File: src/rtl/rope_pkg.sv
// rtl/rope_pkg.sv - shared types, speed table and init helpers for the rope scheduler
package rope_pkg;

  typedef enum logic [1:0] {
    IDLE,
    SCAN,
    LOAD
  } state_t;

  localparam int COORD_W = 11;
  localparam int SPEED_W = 8;

  // Signed pixel X as reported by a rope mover.
  typedef logic signed [COORD_W-1:0] coord_t;
  // Signed speed, FIXED_POINT_MULTIPLIER counts per pixel per frame.
  typedef logic signed [SPEED_W-1:0] speed_t;

  localparam int FIXED_POINT_MULTIPLIER = 64;

  // Per-level speed magnitude: 0.5, 0.75, 1.0 and 1.5 pixels per frame.
  localparam logic [SPEED_W-1:0] BASE_SPEED [4] = '{
    SPEED_W'(FIXED_POINT_MULTIPLIER / 2),
    SPEED_W'(FIXED_POINT_MULTIPLIER * 3 / 4),
    SPEED_W'(FIXED_POINT_MULTIPLIER),
    SPEED_W'(FIXED_POINT_MULTIPLIER * 3 / 2)
  };

  localparam logic DIR_RIGHT = 1'b0;
  localparam logic DIR_LEFT  = 1'b1;

  // Even ropes start moving right, odd ropes start moving left.
  function automatic logic init_dir(input int idx);
    return idx[0] ? DIR_LEFT : DIR_RIGHT;
  endfunction

  // Starting speed carries the sign of the starting direction.
  function automatic speed_t init_speed(input logic [1:0] lvl, input int idx);
    speed_t s;
    s = speed_t'(BASE_SPEED[lvl]);
    return idx[0] ? -s : s;
  endfunction

endpackage

File: src/rtl/rope_bound_check.sv
// rtl/rope_bound_check.sv - decides whether one rope has reached the bound it is heading to
module rope_bound_check
  import rope_pkg::*;
(
  input  logic   enable,
  input  logic   dir,
  input  coord_t x,
  input  coord_t left_bound,
  input  coord_t right_bound,
  output logic   hit
);

  // Signed compare so a rope that has drifted to negative X still counts as past the left edge.
  always_comb begin
    hit = 1'b0;
    if (enable) begin
      if (dir == DIR_RIGHT) begin
        hit = (x >= right_bound);
      end else begin
        hit = (x <= left_bound);
      end
    end
  end

endmodule

File: src/rtl/rope_scheduler.sv
// rtl/rope_scheduler.sv - staggers rope enables, assigns speeds and reverses ropes at playfield bounds
module rope_scheduler
  import rope_pkg::*;
#(
  parameter int NUM_ROPES    = 4,
  parameter int LEFT_BOUND   = 40,
  parameter int RIGHT_BOUND  = 560,
  parameter int SPAWN_FRAMES = 90
) (
  input  logic                         clk,
  input  logic                         reset,
  input  logic                         startOfFrame,
  input  logic                         pause,
  input  logic [1:0]                   level,
  input  logic [NUM_ROPES*COORD_W-1:0] rope_x,
  output logic [NUM_ROPES-1:0]         rope_en,
  output logic [NUM_ROPES-1:0]         dir_toggle,
  output logic [NUM_ROPES*SPEED_W-1:0] rope_speed,
  output logic                         rope_load,
  output logic                         busy
);

  localparam int IDX_W  = (NUM_ROPES > 1) ? $clog2(NUM_ROPES) : 1;
  localparam int ACT_W  = $clog2(NUM_ROPES + 1);
  localparam int CNT_W  = (SPAWN_FRAMES > 2) ? $clog2(SPAWN_FRAMES) : 1;
  localparam logic [CNT_W-1:0] CNT_LAST = CNT_W'(SPAWN_FRAMES - 1);

  state_t                 state;
  logic [IDX_W-1:0]       scan_idx;
  logic [ACT_W-1:0]       active_cnt;
  logic [CNT_W-1:0]       frame_cnt;
  logic [1:0]             level_q;
  logic [NUM_ROPES-1:0]   dir_q;

  coord_t                 cur_x;
  logic                   cur_en;
  logic                   cur_dir;
  logic                   cur_hit;

  // Only one rope is examined per cycle, so a single bound checker is shared.
  assign cur_x   = rope_x[int'(scan_idx)*COORD_W +: COORD_W];
  assign cur_en  = rope_en[scan_idx];
  assign cur_dir = dir_q[scan_idx];

  rope_bound_check u_bound_check (
    .enable      (cur_en),
    .dir         (cur_dir),
    .x           (cur_x),
    .left_bound  (coord_t'(LEFT_BOUND)),
    .right_bound (coord_t'(RIGHT_BOUND)),
    .hit         (cur_hit)
  );

  // Scheduler FSM: frame acceptance and spawning in IDLE, one rope per cycle in SCAN, re-init in LOAD.
  always_ff @(posedge clk) begin
    if (reset) begin
      state      <= IDLE;
      scan_idx   <= '0;
      dir_toggle <= '0;
      rope_load  <= 1'b0;
      busy       <= 1'b0;
      rope_en    <= NUM_ROPES'(1);
      active_cnt <= ACT_W'(1);
      frame_cnt  <= '0;
      level_q    <= level;
      for (int i = 0; i < NUM_ROPES; i++) begin
        dir_q[i]                       <= init_dir(i);
        rope_speed[i*SPEED_W +: SPEED_W] <= init_speed(level, i);
      end
    end else begin
      dir_toggle <= '0;
      rope_load  <= 1'b0;
      case (state)
        IDLE: begin
          // A level change must win over a frame arriving in the same cycle.
          if (level != level_q) begin
            state     <= LOAD;
            rope_load <= 1'b1;
            busy      <= 1'b1;
          end else if (startOfFrame && !pause) begin
            state    <= SCAN;
            scan_idx <= '0;
            busy     <= 1'b1;
            if (frame_cnt == CNT_LAST) begin
              // Counter parks at its last value once every rope is out.
              if (active_cnt < ACT_W'(NUM_ROPES)) begin
                rope_en[active_cnt] <= 1'b1;
                active_cnt          <= active_cnt + 1'b1;
                frame_cnt           <= '0;
              end
            end else begin
              frame_cnt <= frame_cnt + 1'b1;
            end
          end
        end

        SCAN: begin
          // Flipping the tracked direction stops a rope sitting on a bound from toggling every frame.
          if (cur_hit) begin
            dir_toggle[scan_idx] <= 1'b1;
            dir_q[scan_idx]      <= ~dir_q[scan_idx];
          end
          if (scan_idx == IDX_W'(NUM_ROPES - 1)) begin
            state <= IDLE;
            busy  <= 1'b0;
          end else begin
            scan_idx <= scan_idx + 1'b1;
          end
        end

        LOAD: begin
          level_q    <= level;
          rope_en    <= NUM_ROPES'(1);
          active_cnt <= ACT_W'(1);
          frame_cnt  <= '0;
          for (int i = 0; i < NUM_ROPES; i++) begin
            dir_q[i]                         <= init_dir(i);
            rope_speed[i*SPEED_W +: SPEED_W] <= init_speed(level, i);
          end
          state <= IDLE;
          busy  <= 1'b0;
        end

        default: begin
          state <= IDLE;
          busy  <= 1'b0;
        end
      endcase
    end
  end

endmodule

File: config.mk
export PLATFORM = sky130hd
export DESIGN_NAME = rope_scheduler
export DESIGN_NICKNAME = d
export VERILOG_FILES = /design/src/rtl/rope_pkg.sv /design/src/rtl/rope_bound_check.sv /design/src/rtl/rope_scheduler.sv
export SDC_FILE = /design/constraint.sdc
export NUM_CORES = 1
export LEC_CHECK = 0
export BUFFER_PORTS_ARGS = -buffer_cell sky130_fd_sc_hd__buf_4
export CAP_MARGIN = 20
export CORE_MARGIN = 2
export CORE_UTILIZATION = 45
export DETAILED_ROUTE_END_ITERATION = 8
export GPL_TIMING_DRIVEN = 0
export PLACE_DENSITY = 0.76
export SLEW_MARGIN = 20
export SYNTH_ARGS = -nofsm -noshare
export SYNTH_HDL_FRONTEND = slang
export SYNTH_SLANG_ARGS = --single-unit
File: constraint.sdc
create_clock -name clk -period 3.1 [get_ports clk]
set_input_delay 0.155 -clock clk [delete_from_list [all_inputs] [get_ports clk]]
set_output_delay 0.155 -clock clk [all_outputs]
set_load 0.03 [all_outputs]
# ---- Yosys cells after proc, flatten, opt, wreduce, memory -nomap -nowiden
# Cells that the tools add are included.
dict set report word_totals {
  output_inout_bits 42
  memories 0
  ram_bits 0
  latchBits 0
  wordCells 109
  rom_bits 0
  ff_bits 62
}
dict set report op_classes {
  bitwise 6
  reduce_logical 16
  n_lt_le_gt_ge 8
  n_div 0
  eq_ne 14
  n_shift 1
  mul 1
  muxes 48
  add_sub_neg 4
}
# cell n
set op_table {}
lappend op_table {{$mux W32} 2}
lappend op_table {{$shiftx A44 B7 Y11} 1}
lappend op_table {{$mux W7} 4}
lappend op_table {{$mux W4} 5}
lappend op_table {{$bmux W8 S2} 1}
lappend op_table {{$mux W2} 8}
lappend op_table {{$mux W8} 2}
lappend op_table {{$pmux W4 S2} 2}
lappend op_table {{$ne A2 B2 Y1 const B} 7}
lappend op_table {{$pmux W7 S2} 1}
lappend op_table {{$mux W3} 4}
lappend op_table {{$ge A11 B11 Y1 const B} 1}
lappend op_table {{$le A11 B7 Y1 const B} 1}
lappend op_table {{$mux W1} 10}
lappend op_table {{$neg A8 Y8} 1}
lappend op_table {{$pmux W2 S2} 2}
lappend op_table {{$reduce_and A4 Y1} 2}
lappend op_table {{$reduce_bool A2 Y1} 4}
lappend op_table {{$add A7 B1 Y7 const B} 1}
lappend op_table {{$eq A7 B7 Y1 const B} 1}
lappend op_table {{$lt A3 B3 Y1 const B} 2}
lappend op_table {{$mul A2 B4 Y6 const B} 1}
lappend op_table {{$ne A3 B3 Y1 const B} 2}
lappend op_table {{$pmux W3 S2} 1}
lappend op_table {{other kinds (23)} 32}

# ---- Logic depth before layout (Yosys ltp)
# Gate-level depths: netlist of the first run.
dict set report logic_depth {
  ltp_word 10
  depth_mapped 9
  mapped_depth_nobuf 8
}

# ---- By module
# Synthesis of the first run repeated with hierarchy kept, for this count alone.
dict set report unflattened {
  cells_unflattened 308
  hier_area_um2 2841.5
}
# module cells_per_inst area_each_um2 n_inst seq_area_each_um2
set modules_own_cells {}
lappend modules_own_cells {rope_scheduler 227 2253.4 1 770.7}
lappend modules_own_cells {rope_bound_check 81 588.1 1 0.0}

# ---- Worst setup path before layout of the first run
# Ideal clock, no wire load.
dict set report synth_path {
  kind {reg-to-reg}
  start {reg scan_idx[0]}
  end {reg dir_q[0]}
  period_less_slack_ns 1.917
  path_stages_with_launch 7
  t_arrival_ns 1.845
  setup_slack_ns 1.183
  setup_time_ns 0.072
  t_required_ns 3.028
  path_cell_list {dfxtp_1 buf_6 mux4_2 nor4b_4 a21oi_4 a21boi_2 mux2i_1}
}
dict set report synth_between {
  elab_chain_len 7
  elab_cells_between_ends 21
  cone_classes {mul (1); order compare (4); eq/ne (1); shift (1); mux (11); bitwise (1); reduce/logical (2)}
}
# item line
set synth_lines {}
lappend synth_lines {{start: declaration} rope_scheduler.sv:29} ;# logic [IDX_W-1:0] scan_idx;
lappend synth_lines {{start signal: assignment} rope_scheduler.sv:107} ;# scan_idx <= scan_idx + 1'b1;
lappend synth_lines {{$mul A2 B4 Y6, or another cell as far along} rope_scheduler.sv:41} ;# assign cur_x = rope_x[int'(scan_idx)*COORD_W +: COORD_W];
lappend synth_lines {{$shiftx A44 B7 Y11 or $logic_and A1 B1 Y1 (tied branches)} {rope_scheduler.sv:41, rope_scheduler.sv:101}}
lappend synth_lines {{$ge A11 B11 Y1, or another cell as far along} rope_bound_check.sv:18} ;# hit = (x >= right_bound);
lappend synth_lines {{$mux W1 or $demux W1 S2 (tied branches)} {rope_bound_check.sv:17, rope_scheduler.sv:101}}
lappend synth_lines {{$mux W1 or $bwmux W4 (tied branches)} {rope_bound_check.sv:16, rope_scheduler.sv:101}}
lappend synth_lines {{$ne A2 B2 Y1 (no line) or $mux W4 (tied branches)} -}
lappend synth_lines {{$reduce_and A2 Y1 (no line) or $pmux W4 S2 (tied branches)} -}
lappend synth_lines {{end signal: indexed assignment} rope_scheduler.sv:67} ;# dir_q[i] <= init_dir(i);
lappend synth_lines {{end signal: indexed assignment} rope_scheduler.sv:101} ;# dir_q[scan_idx] <= ~dir_q[scan_idx];
lappend synth_lines {{end signal: indexed assignment} rope_scheduler.sv:117} ;# dir_q[i] <= init_dir(i);
lappend synth_lines {{end: declaration} rope_scheduler.sv:33} ;# logic [NUM_ROPES-1:0] dir_q;
# Several ways; a longest one is shown, not always the timed one. The select of a mux whose other input is x is not followed.
# A chain may end at the register's enable or synchronous reset.

# ---- Final worst setup path of the first run
dict set report layout_path {
  start {reg state[0]}
  end {reg rope_en[0]}
}
dict set report layout_between {
  elab_chain_len 3
  elab_cells_between_ends 9
  cone_classes {eq/ne (5); mux (1); reduce/logical (3)}
}
# item line
set layout_lines {}
lappend layout_lines {{start: declaration} rope_scheduler.sv:28} ;# state_t state;
lappend layout_lines {{start signal: assignment} rope_scheduler.sv:57} ;# state <= IDLE;
lappend layout_lines {{start signal: assignment} rope_scheduler.sv:77} ;# state <= LOAD;
lappend layout_lines {{start signal: assignment} rope_scheduler.sv:81} ;# state <= SCAN;
lappend layout_lines {{$logic_not A2 Y1 or $eq A2 B2 Y1 (tied branches)} rope_scheduler.sv:73} ;# case (state)
lappend layout_lines {{$ne A2 B2 Y1 (no line) or $reduce_bool A2 Y1 (tied branches)} -}
lappend layout_lines {{$reduce_and A5 Y1 (no line)} -}
lappend layout_lines {{end signal: assignment} rope_scheduler.sv:62} ;# rope_en <= NUM_ROPES'(1);
lappend layout_lines {{end signal: indexed assignment} rope_scheduler.sv:87} ;# rope_en[active_cnt] <= 1'b1;
lappend layout_lines {{end signal: assignment} rope_scheduler.sv:113} ;# rope_en <= NUM_ROPES'(1);
lappend layout_lines {{end: declaration} rope_scheduler.sv:16} ;# output logic [NUM_ROPES-1:0] rope_en,
# Several ways; a longest one is shown, not always the timed one.

==> results of run 1 <==
## synthesized netlist by cell type (all sizes together) (3+ instances only)
cell     n  area share [%]
inv     15             2.6
dfxtp   28              26
nor4b    4             2.6
nand3b   4             1.4
clkbuf   3            0.51
a21boi   3             1.5
nor4     6             2.0
buf     31              11
ha      14             8.0
nor3b    3             1.3
o22ai    3            0.86
xnor2    3             1.2
nor3     8             1.8
mux2i   11             5.0
edfxtp   7             9.6
nor2    15             2.6
nand2   13             2.2
a31oi    3            0.86
a21oi    9             2.9
nand3    5             1.1
and3b    4             1.6
o21ai    3            0.69
## power breakdown
part	internal, mW	switching [mW]	total, mW
registers	0.492	0.0199	0.512
clock network	0.203	0.162	0.364
logic	0.144	0.173	0.317
total	0.839	0.354	1.19
## cells by family after synthesis
logic type | Yosys count | share of synthesized area [%]
and+or+nand+nor | 74 | 21.3
DFF | 35 | 35.2
muxes | 14 | 7.60
adders and majority gates | 14 | 8.00
AOI/OAI and AO/OA | 34 | 12.0
buffers and inverters | 49 | 13.7
other | 1 | 0.171
xor gates and xnor gates | 5 | 2.00
## flip-flops by register name, summed over array words and instances, names as in the netlist
register	count
active_cnt	3
dir_q	4
scan_idx	2
rope_speed	6
dir_toggle	4
rope_en	4
frame_cnt	7
rope_load	1
state	2
level_q	1
busy	1
## worst max path at each step
stage / from / endpoint / slack (ns)
floorplan: scan_idx[0] / dir_q[0] / 1.18
global placement: scan_idx[1] / dir_toggle[0] / 0.99
detailed placement: scan_idx[1] / dir_toggle[2] / 0.96
CTS: scan_idx[1] / dir_toggle[2] / 0.94
global route: state[0] / rope_en[0] / 0.71
finish: state[0] / rope_en[0] / 0.93
## stage by stage
stage	worst slack (ns)	total power [mW]	area (µm²)	std cells
finish	0.934	1.19	2970	378
CTS	0.942	1.20	2970	378
global placement	0.995	0.831	2870	370
detailed placement	0.958	0.840	2870	370
floorplan	1.18	0.728	2250	243
global route	0.715	1.25	2970	378
## routing by layer
layer  part of all wire (%)  vias up
li1                       -      952
met1                     42      838
met2                     50       51
met3                    5.6       10
met4                    1.6        0
met5                      0        -
## critical path, cell delays in order (launching register included)
cell	delay, ns
dfxtp_1	0.34
buf_2	0.22
inv_1	0.15
a21oi_1	0.52
inv_1	0.41
a311o_1	0.41
## final cells by class
type | instances | area share [%]
inverters | 15 | 1.90
multi-input cells | 159 | 39.8
clock buffers | 8 | 3.37
plain buffers | 34 | 8.18
repair buffers | 73 | 18.5
flip-flops and latches | 35 | 26.0
well taps | 54 | 2.28
## cell usage in the layout, fill, tap and decap left out, drive strengths merged, types with 3 or more instances in the layout
cell	count
mux2i	11
clkbuf	11
dfxtp	28
nor4	6
conb	18
and3b	4
nor4b	4
nor2	15
nand2	13
a21boi	3
xnor2	3
o21ai	3
nor3b	3
ha	14
a21oi	9
nor3	8
edfxtp	7
nand3b	4
a31oi	3
nand3	5
o22ai	3
inv	15
buf	104
==> flow_metrics.env, run 1 <==
export IMPL_ys_ff_latch=35
export IMPL_finalSetupTns_ns=0
export IMPL_r2r_end="rope_en[0]"
export IMPL_cp_arrival_ns=2.34
export IMPL_layout_drive_gt1_share_pct=38.9
export IMPL_grt_pass1_vias=1681
export IMPL_cts_max_path_buffers=2
export IMPL_cts_buffers=5
export IMPL_post_dp_hpwl_um=3790
export IMPL_utilization_pct=63.3
export IMPL_power_density_nw_per_um2=402
export IMPL_period_minus_slack_ns=2.17
export IMPL_min_path_type="input port to register"
export IMPL_synth_enable_flop_cells=7
export IMPL_end_kind="register"
export IMPL_drt_wirelength_per_cell_um=12.4
export IMPL_path_class="register to register"
export IMPL_routabilityCongestion=0.777
export IMPL_yosysWarningCount=0
export IMPL_fillers=405
export IMPL_io_pins=92
export IMPL_fmax_mhz=462
export IMPL_setup_viol=0
export IMPL_grt_use_met1_pct=20.1
export IMPL_multi_input_area_um2=1180
export IMPL_slew_violations=0
export IMPL_wirelength_um=4700
export IMPL_grt_busiest_layer="met2"
export IMPL_root_buffer="clkbuf_8"
export IMPL_critical_path_required_ns=3.27
export IMPL_grt_use_met3_pct=5.35
export IMPL_timing_rr_start="state[0]"
export IMPL_post_cts_repair_setup_buffers=0
export IMPL_dr_pass1_iters=4
export IMPL_whs_ns=0.0945
export IMPL_holdBufCountCts=0
export IMPL_avgViaCountPerCell=4.90
export IMPL_gr_usage_all_layers_pct=17.5
export IMPL_die_area_um2=5440
export IMPL_r2r_setup_slack_ns=0.93
export IMPL_grtUsageMet2_pct=30.1
export IMPL_initial_core_util_pct=46.6
export IMPL_cp_max_fo=13
export IMPL_vdd_ir_drop_max_mv=0.314
export IMPL_max_cap_violations=0
export IMPL_antenna_found_initial=0
export IMPL_drc=0
export IMPL_seq_area_frac_synth_pct=35.2
export IMPL_rsz0062_at_grt="no"
export IMPL_avgSynthCellArea_um2=9.68
export IMPL_postRouteAntennaNets=0
export IMPL_regArea_um2=771
export IMPL_hold_violations=0
export IMPL_min_to="level_q[0]"
export IMPL_io_buffers=73
export IMPL_synth_cell_types=53
export IMPL_nets=387
export IMPL_drt_initial_drc_count=52
export IMPL_clkSlewWorstSetupHoldPaths_ns=0.07
export IMPL_skew_ns=0.00742
export IMPL_reg2reg_depth=5
export IMPL_vias=1851
export IMPL_area_delta_synth_final_pct=35.6
export IMPL_rows=25
export IMPL_core_um2=4690
export IMPL_hp_start="level[0]"
export IMPL_cts_sinks=35
export IMPL_clk_latency_ns=0.29
export IMPL_die_width_um=73.7
export IMPL_die_y_um=73.7
export IMPL_tightest_slew_ns=0.620
export IMPL_ctsResizeCount=0
export IMPL_gr_total_overflow=0
export IMPL_start_kind="register"
export IMPL_hold_path_cell_count=1
export IMPL_n_antenna_cell=0
export IMPL_max_slew_margin_rel_pct=58.6
export IMPL_grt_max_degree=14
export IMPL_syn_instance_count=226
export IMPL_synth_area_um2=2190
export IMPL_grt_pass1_wl_um=7320
export IMPL_cts_tree="built"
export IMPL_status="finished, final reports clean"
export IMPL_synthArstFlopShare_pct=0
export IMPL_ys_flop_type="dfxtp_1"
export IMPL_leakagePower_nw=1.36
export IMPL_finalCritPeriodShare_pct=69.9
export IMPL_h_tree_depth=2
Power figures use the tool's default switching activity.
==> run 2: changes to the inputs <==
--- a/config.mk
+++ b/config.mk
@@ -8,7 +8,7 @@
 export BUFFER_PORTS_ARGS = -buffer_cell sky130_fd_sc_hd__buf_4
 export CAP_MARGIN = 20
 export CORE_MARGIN = 2
-export CORE_UTILIZATION = 45
+export CORE_UTILIZATION = 43
 export DETAILED_ROUTE_END_ITERATION = 8
 export GPL_TIMING_DRIVEN = 0
 export PLACE_DENSITY = 0.76
==> constraint.sdc (replaced) <==
create_clock -name clk -period 1.8 [get_ports clk]
set_input_delay 0.09 -clock clk [delete_from_list [all_inputs] [get_ports clk]]
set_output_delay 0.09 -clock clk [all_outputs]
set_load 0.03 [all_outputs]
==> run 2 against run 1 <==
  * The run now ends with setup timing left
  * Die area is 4.4% higher
  * Sequential power is 73% higher
  * Via count grew 4.1%
  * Count of clock-buffer cells in the layout is 2 lower
  * Flip-flop and latch count unchanged
  * Register-to-register slack lost 1.1 ns
  * Cell count is 7.9% higher
  * Maximum frequency rose by 11%
  * Largest power group unchanged
  * Highest routed layer unchanged
==> flow_metrics.env, run 2 (synthesis results as in run 1) <==
export IMPL_core_um2=4820
export IMPL_placed_cells_incl_taps=383
export IMPL_cts_tree="built"
export IMPL_layout_drive_gt1_share_pct=49.0
export IMPL_root_buffer="clkbuf_8"
export IMPL_avgViaCountPerCell=4.72
export IMPL_crit_chain="buf_6 > mux4_2 > nor4b_4 > a21oi_4 > a21oi_2 > mux2i_1"
export IMPL_largest_reg_flops=7
export IMPL_gr_total_overflow=0
export IMPL_hold_violations=0
export IMPL_gr_usage_all_layers_pct=17.7
export IMPL_cts_buffers=5
export IMPL_postRouteAntennaNets=0
export IMPL_cts_max_path_buffers=2
export IMPL_vdd_ir_drop_max_mv=0.467
export IMPL_area_delta_synth_final_pct=48.2
export IMPL_path_class="register to register"
export IMPL_cpMaxStageDelayCell="mux4_2"
export IMPL_n_antenna_cell=0
export IMPL_violations="setup timing"
export IMPL_die_y_um=75.3
export IMPL_final_common_cell="buf_4"
export IMPL_timing_rr_start="scan_idx[0]"
export IMPL_hp_start="level[0]"
export IMPL_die_area_um2=5680
export IMPL_p_total_mw=2.10
export IMPL_drt_initial_drc_count=78
export IMPL_drc=0
export IMPL_cts_sinks=35
export IMPL_fmax_mhz=511
export IMPL_leakagePower_nw=1.45
export IMPL_clkSlewWorstSetupHoldPaths_ns=0.07
export IMPL_cp_arrival_ns=2.17
export IMPL_path_delay_family="multiplexers"
export IMPL_io_pins=92
export IMPL_skew_ns=0.00328
export IMPL_regMostFlops="frame_cnt"
export IMPL_critical_path_required_ns=2.02
export IMPL_max_cap_violations=0
export IMPL_max_slew_margin_rel_pct=59.1
export IMPL_tightest_slew_ns=0.613
export IMPL_grt_pass1_wl_um=7640
export IMPL_min_path_type="input port to register"
export IMPL_die_width_um=75.3
export IMPL_finalCritPeriodShare_pct=109
export IMPL_slew_violations=0
export IMPL_dr_pass1_iters=4
export IMPL_utilization_pct=67.3
export IMPL_slowest_delay_ns=0.55
export IMPL_wirelength_um=5020
export IMPL_worst_slack_ns=-0.159
export IMPL_period_minus_slack_ns=1.96
export IMPL_final_cell_mix="117 x buf_4, 24 x dfxtp_1, 18 x conb_1"
export IMPL_clk_latency_ns=0.29
export IMPL_h_tree_depth=2
export IMPL_crit_start="scan_idx[0]"
export IMPL_grt_max_degree=12
export IMPL_status="complete, but fails checks"
export IMPL_reg_top3="frame_cnt: 7 flops, rope_speed: 6 flops"
export IMPL_post_dp_hpwl_um=3720
export IMPL_rows=25
export IMPL_critPathBufInv=1
export IMPL_routabilityCongestion=0.860
export IMPL_setup_viol=15
export IMPL_io_buffers=73
export IMPL_antenna_found_initial=0
export IMPL_start_kind="register"
export IMPL_grt_pass1_vias=1724
export IMPL_power_density_nw_per_um2=646
export IMPL_drt_wirelength_per_cell_um=12.3
export IMPL_final_cells=408
export IMPL_rsz0062_at_grt="yes"
export IMPL_initial_core_util_pct=45.4
export IMPL_nets=404
export IMPL_cp_max_fo=6
export IMPL_end_kind="register"
export IMPL_vias=1927
[run 2: worst paths after layout]
path | to | cells past startpoint | slack, ns
min reg2reg | dir_q[0] | 2 | 0.47
max | dir_q[3] | 6 | -0.16
max reg2reg | dir_q[3] | 6 | -0.16
min | level_q[0] | 1 | 0.04
[run 2: worst reg2reg max path: stages (launching register included)]
cell and delay (ns):
dfxtp_2 0.36, buf_6 0.13, mux4_2 0.55, nor4b_4 0.35, a21oi_4 0.13, a21oi_2 0.17
mux2i_1 0.21
[run 2: layout make-up]
cell class / count / area [µm²]
Buffer: 33 / 248
Clock buffer: 6 / 72.6
Clock inverter: 2 / 12.5
Fill cell: 413 / 1570
Inverter: 15 / 60.1
Multi-Input combinational cell: 159 / 1300
Sequential cell: 35 / 781
Tap cell: 67 / 83.8
Timing Repair Buffer: 91 / 684
[run 2: per-layer routing]
layer  wire length, µm  GRT usage (%)  vias up
met5                 0              0        -
li1                  -              -      984
met4                68           5.65        0
met2              2630           30.0       41
met1              2140           22.3      893
met3               183           4.10        9
[run 2: timing repair]
| action | in CTS | in global routing |
|---|---|---|
| hold buffers | 0 | 0 |
| setup buffers | 11 | 6 |
| gates resized for setup | 13 | 18 |
| setup endpoints to repair | 26 | 24 |
| cloned | 1 | 0 |
| pin swaps | 4 | 8 |
[run 2: through the flow]
stage	TNS (ns)	instance area [µm²]	worst slack, ns	hold slack (ns)
6_report	-1.46	3240	-0.159	0.0376
3_5_place_dp	-3.63	2910	-0.301	0.324
2_1_floorplan	-0.0608	2280	-0.00947	0.189
5_1_grt	-2.90	3240	-0.227	0.0282
4_1_cts	-0.641	3140	-0.128	0.0353
3_3_place_gp	-2.78	2910	-0.267	0.319
[run 2: report_power, final]
group | switching, mW | total (mW) | internal (mW)
logic | 0.338 | 0.657 | 0.319
registers | 0.0380 | 0.887 | 0.849
clock network | 0.281 | 0.551 | 0.270
total | 0.656 | 2.10 | 1.44
==> run 3: changes to the inputs <==
--- a/config.mk
+++ b/config.mk
@@ -8,10 +8,11 @@
 export BUFFER_PORTS_ARGS = -buffer_cell sky130_fd_sc_hd__buf_4
 export CAP_MARGIN = 20
 export CORE_MARGIN = 2
-export CORE_UTILIZATION = 43
+export CORE_UTILIZATION = 45
+export CTS_BUF_LIST = sky130_fd_sc_hd__clkbuf_8
 export DETAILED_ROUTE_END_ITERATION = 8
 export GPL_TIMING_DRIVEN = 0
-export PLACE_DENSITY = 0.76
+export PLACE_DENSITY = 0.79
 export SLEW_MARGIN = 20
 export SYNTH_ARGS = -nofsm -noshare
 export SYNTH_HDL_FRONTEND = slang
==> run 3 against run 2 <==
  * Cell count fell by 3.4%
  * Global-route usage rose by 1.2 points
  * Die area fell by 4.2%
  * Register-to-register slack improved by 0.04 ns
  * The flow still finishes with violations (setup timing)
  * Setup slack improved by 0.037 ns
==> flow_metrics.env, run 3 (synthesis results as in run 1) <==
export IMPL_status="complete, but fails checks"
export IMPL_violations="setup timing"
export IMPL_min_to="level_q[0]"
export IMPL_layout_drive_gt1_share_pct=49.1
export IMPL_utilization_pct=69.3
export IMPL_max_cap_violations=0
export IMPL_reg2reg_depth=5
export IMPL_die_area_um2=5440
export IMPL_finalCritPeriodShare_pct=107
export IMPL_path_delay_family="multiplexers"
export IMPL_tightest_slew_ns=0.549
export IMPL_reg_top3="frame_cnt: 7 flops, rope_speed: 6 flops"
export IMPL_finalSetupTns_ns=-1.08
export IMPL_grt_max_degree=14
export IMPL_final_cell_mix="119 x buf_4, 24 x dfxtp_1, 18 x conb_1"
export IMPL_postRouteAntennaNets=0
export IMPL_critPathBufInv=0
export IMPL_io_pins=92
export IMPL_vdd_ir_drop_max_mv=0.504
export IMPL_die_width_um=73.7
export IMPL_initial_core_util_pct=46.6
export IMPL_root_buffer="clkbuf_8"
export IMPL_routabilityCongestion=0.767
export IMPL_io_buffers=73
export IMPL_hold_violations=0
export IMPL_path_class="register to register"
export IMPL_drt_initial_drc_count=54
export IMPL_slowest_delay_ns=0.56
export IMPL_vias=1934
export IMPL_worst_slack_ns=-0.121
export IMPL_grtUsageMet2_pct=34.8
export IMPL_grt_use_met3_pct=5.35
export IMPL_grt_busiest_layer="met2"
export IMPL_rsz0062_at_grt="yes"
export IMPL_drc=0
export IMPL_cp_depth=5
export IMPL_p_total_mw=2.25
export IMPL_die_y_um=73.7
export IMPL_post_dp_hpwl_um=3810
export IMPL_setup_viol=15
export IMPL_critical_path_required_ns=2.01
export IMPL_end_kind="register"
export IMPL_clkSlewWorstSetupHoldPaths_ns=0.07
export IMPL_skew_ns=0.00750
export IMPL_cts_max_path_buffers=2
export IMPL_regMostFlops="frame_cnt"
export IMPL_start_kind="register"
export IMPL_grt_pass1_vias=1776
export IMPL_timing_rr_start="scan_idx[0]"
export IMPL_gr_usage_all_layers_pct=18.9
export IMPL_drt_wirelength_per_cell_um=13.0
export IMPL_cts_sinks=35
export IMPL_crit_chain="mux4_2 > nor4b_4 > a21oi_4 > a21boi_2 > mux2i_1"
export IMPL_min_path_type="input port to register"
export IMPL_n_antenna_cell=0
export IMPL_max_slew_margin_rel_pct=63.4
export IMPL_cp_arrival_ns=2.14
export IMPL_fmax_mhz=520
export IMPL_wirelength_um=5120
export IMPL_cp_max_fo=10
export IMPL_nets=403
export IMPL_slew_violations=0
export IMPL_grt_pass1_wl_um=7890
export IMPL_h_tree_depth=2
export IMPL_r2r_end="dir_q[1]"
export IMPL_antenna_found_initial=0
export IMPL_cts_tree="built"
export IMPL_cpMaxStageDelayCell="mux4_2"
export IMPL_fin_area_um2=3250
export IMPL_period_minus_slack_ns=1.92
export IMPL_leakagePower_nw=1.47
export IMPL_cts_buffers=5
export IMPL_gr_total_overflow=0
export IMPL_hp_start="level[0]"
export IMPL_avgViaCountPerCell=4.91
export IMPL_core_um2=4690
export IMPL_dr_pass1_iters=4
export IMPL_clk_latency_ns=0.29
export IMPL_rows=25
export IMPL_grt_use_met1_pct=20.9
export IMPL_power_density_nw_per_um2=692
export IMPL_hold_path_cell_count=1
export IMPL_area_delta_synth_final_pct=48.7
export IMPL_r2r_setup_slack_ns=-0.12
export IMPL_largest_reg_flops=7
export IMPL_post_dp_cell_area_um2=2890
export IMPL_final_common_cell="buf_4"
==> run 3: timing repair <==
| action | CTS | global route |
|---|---|---|
| pin swaps | 7 | 9 |
| hold endpoints to repair | 0 | 0 |
| endpoints found under the setup margin | 28 | 28 |
| resized for setup | 15 | 13 |
| setup buffers | 4 | 14 |
| hold buffers | 0 | 0 |
==> run 3: worst max path at each step <==
stage / start / to / slack (ns)
2_1_floorplan: scan_idx[0] / dir_toggle[1] / -0.009
3_3_place_gp: state[0] / rope_en[0] / -0.28
3_5_place_dp: state[0] / rope_en[0] / -0.33
4_1_cts: scan_idx[0] / dir_q[3] / -0.13
5_1_grt: scan_idx[0] / dir_q[1] / -0.21
6_report: scan_idx[0] / dir_q[1] / -0.12
==> run 3: stage by stage <==
stage | hold slack, ns | instances | setup WS (ns)
after floorplan | 0.189 | 243 | -0.00947
after global placement | 0.318 | 370 | -0.281
after detailed placement | 0.318 | 370 | -0.326
after CTS | 0.0234 | 380 | -0.132
after global routing | 0.0408 | 394 | -0.210
final | 0.0545 | 394 | -0.121
==> run 3: final cells by class <==
| cell class | instances | area (µm²) |
|---|---|---|
| multi-input cells | 159 | 1310 |
| well taps | 54 | 67.6 |
| fillers | 349 | 1440 |
| inverters | 15 | 60.1 |
| plain buffers | 32 | 234 |
| clock inverters | 2 | 35.0 |
| repair buffers | 91 | 683 |
| clock buffers | 6 | 82.6 |
| flip-flops and latches | 35 | 783 |
==> run 3: worst register-to-register path: cells and delay by family (launching register included) <==
kind	cells	cell delay, ns
multiplexers	2	0.76
flip-flops	1	0.43
AND/OR/NAND/NOR	1	0.34
AO/OA/AOI/OAI	2	0.33
==> run 3: where the power goes <==
group / internal [mW] / switching (mW) / leakage, nW
sequential: 0.847 / 0.0398 / 0.297
clock: 0.448 / 0.281 / 0.0612
combinational: 0.305 / 0.331 / 1.11
==> run 3: layer usage <==
layer | wire length, µm | vias to the layer above
li1 | - | 987
met1 | 2000 | 899
met2 | 2830 | 41
met3 | 218 | 7
met4 | 73 | 0
met5 | 0 | -
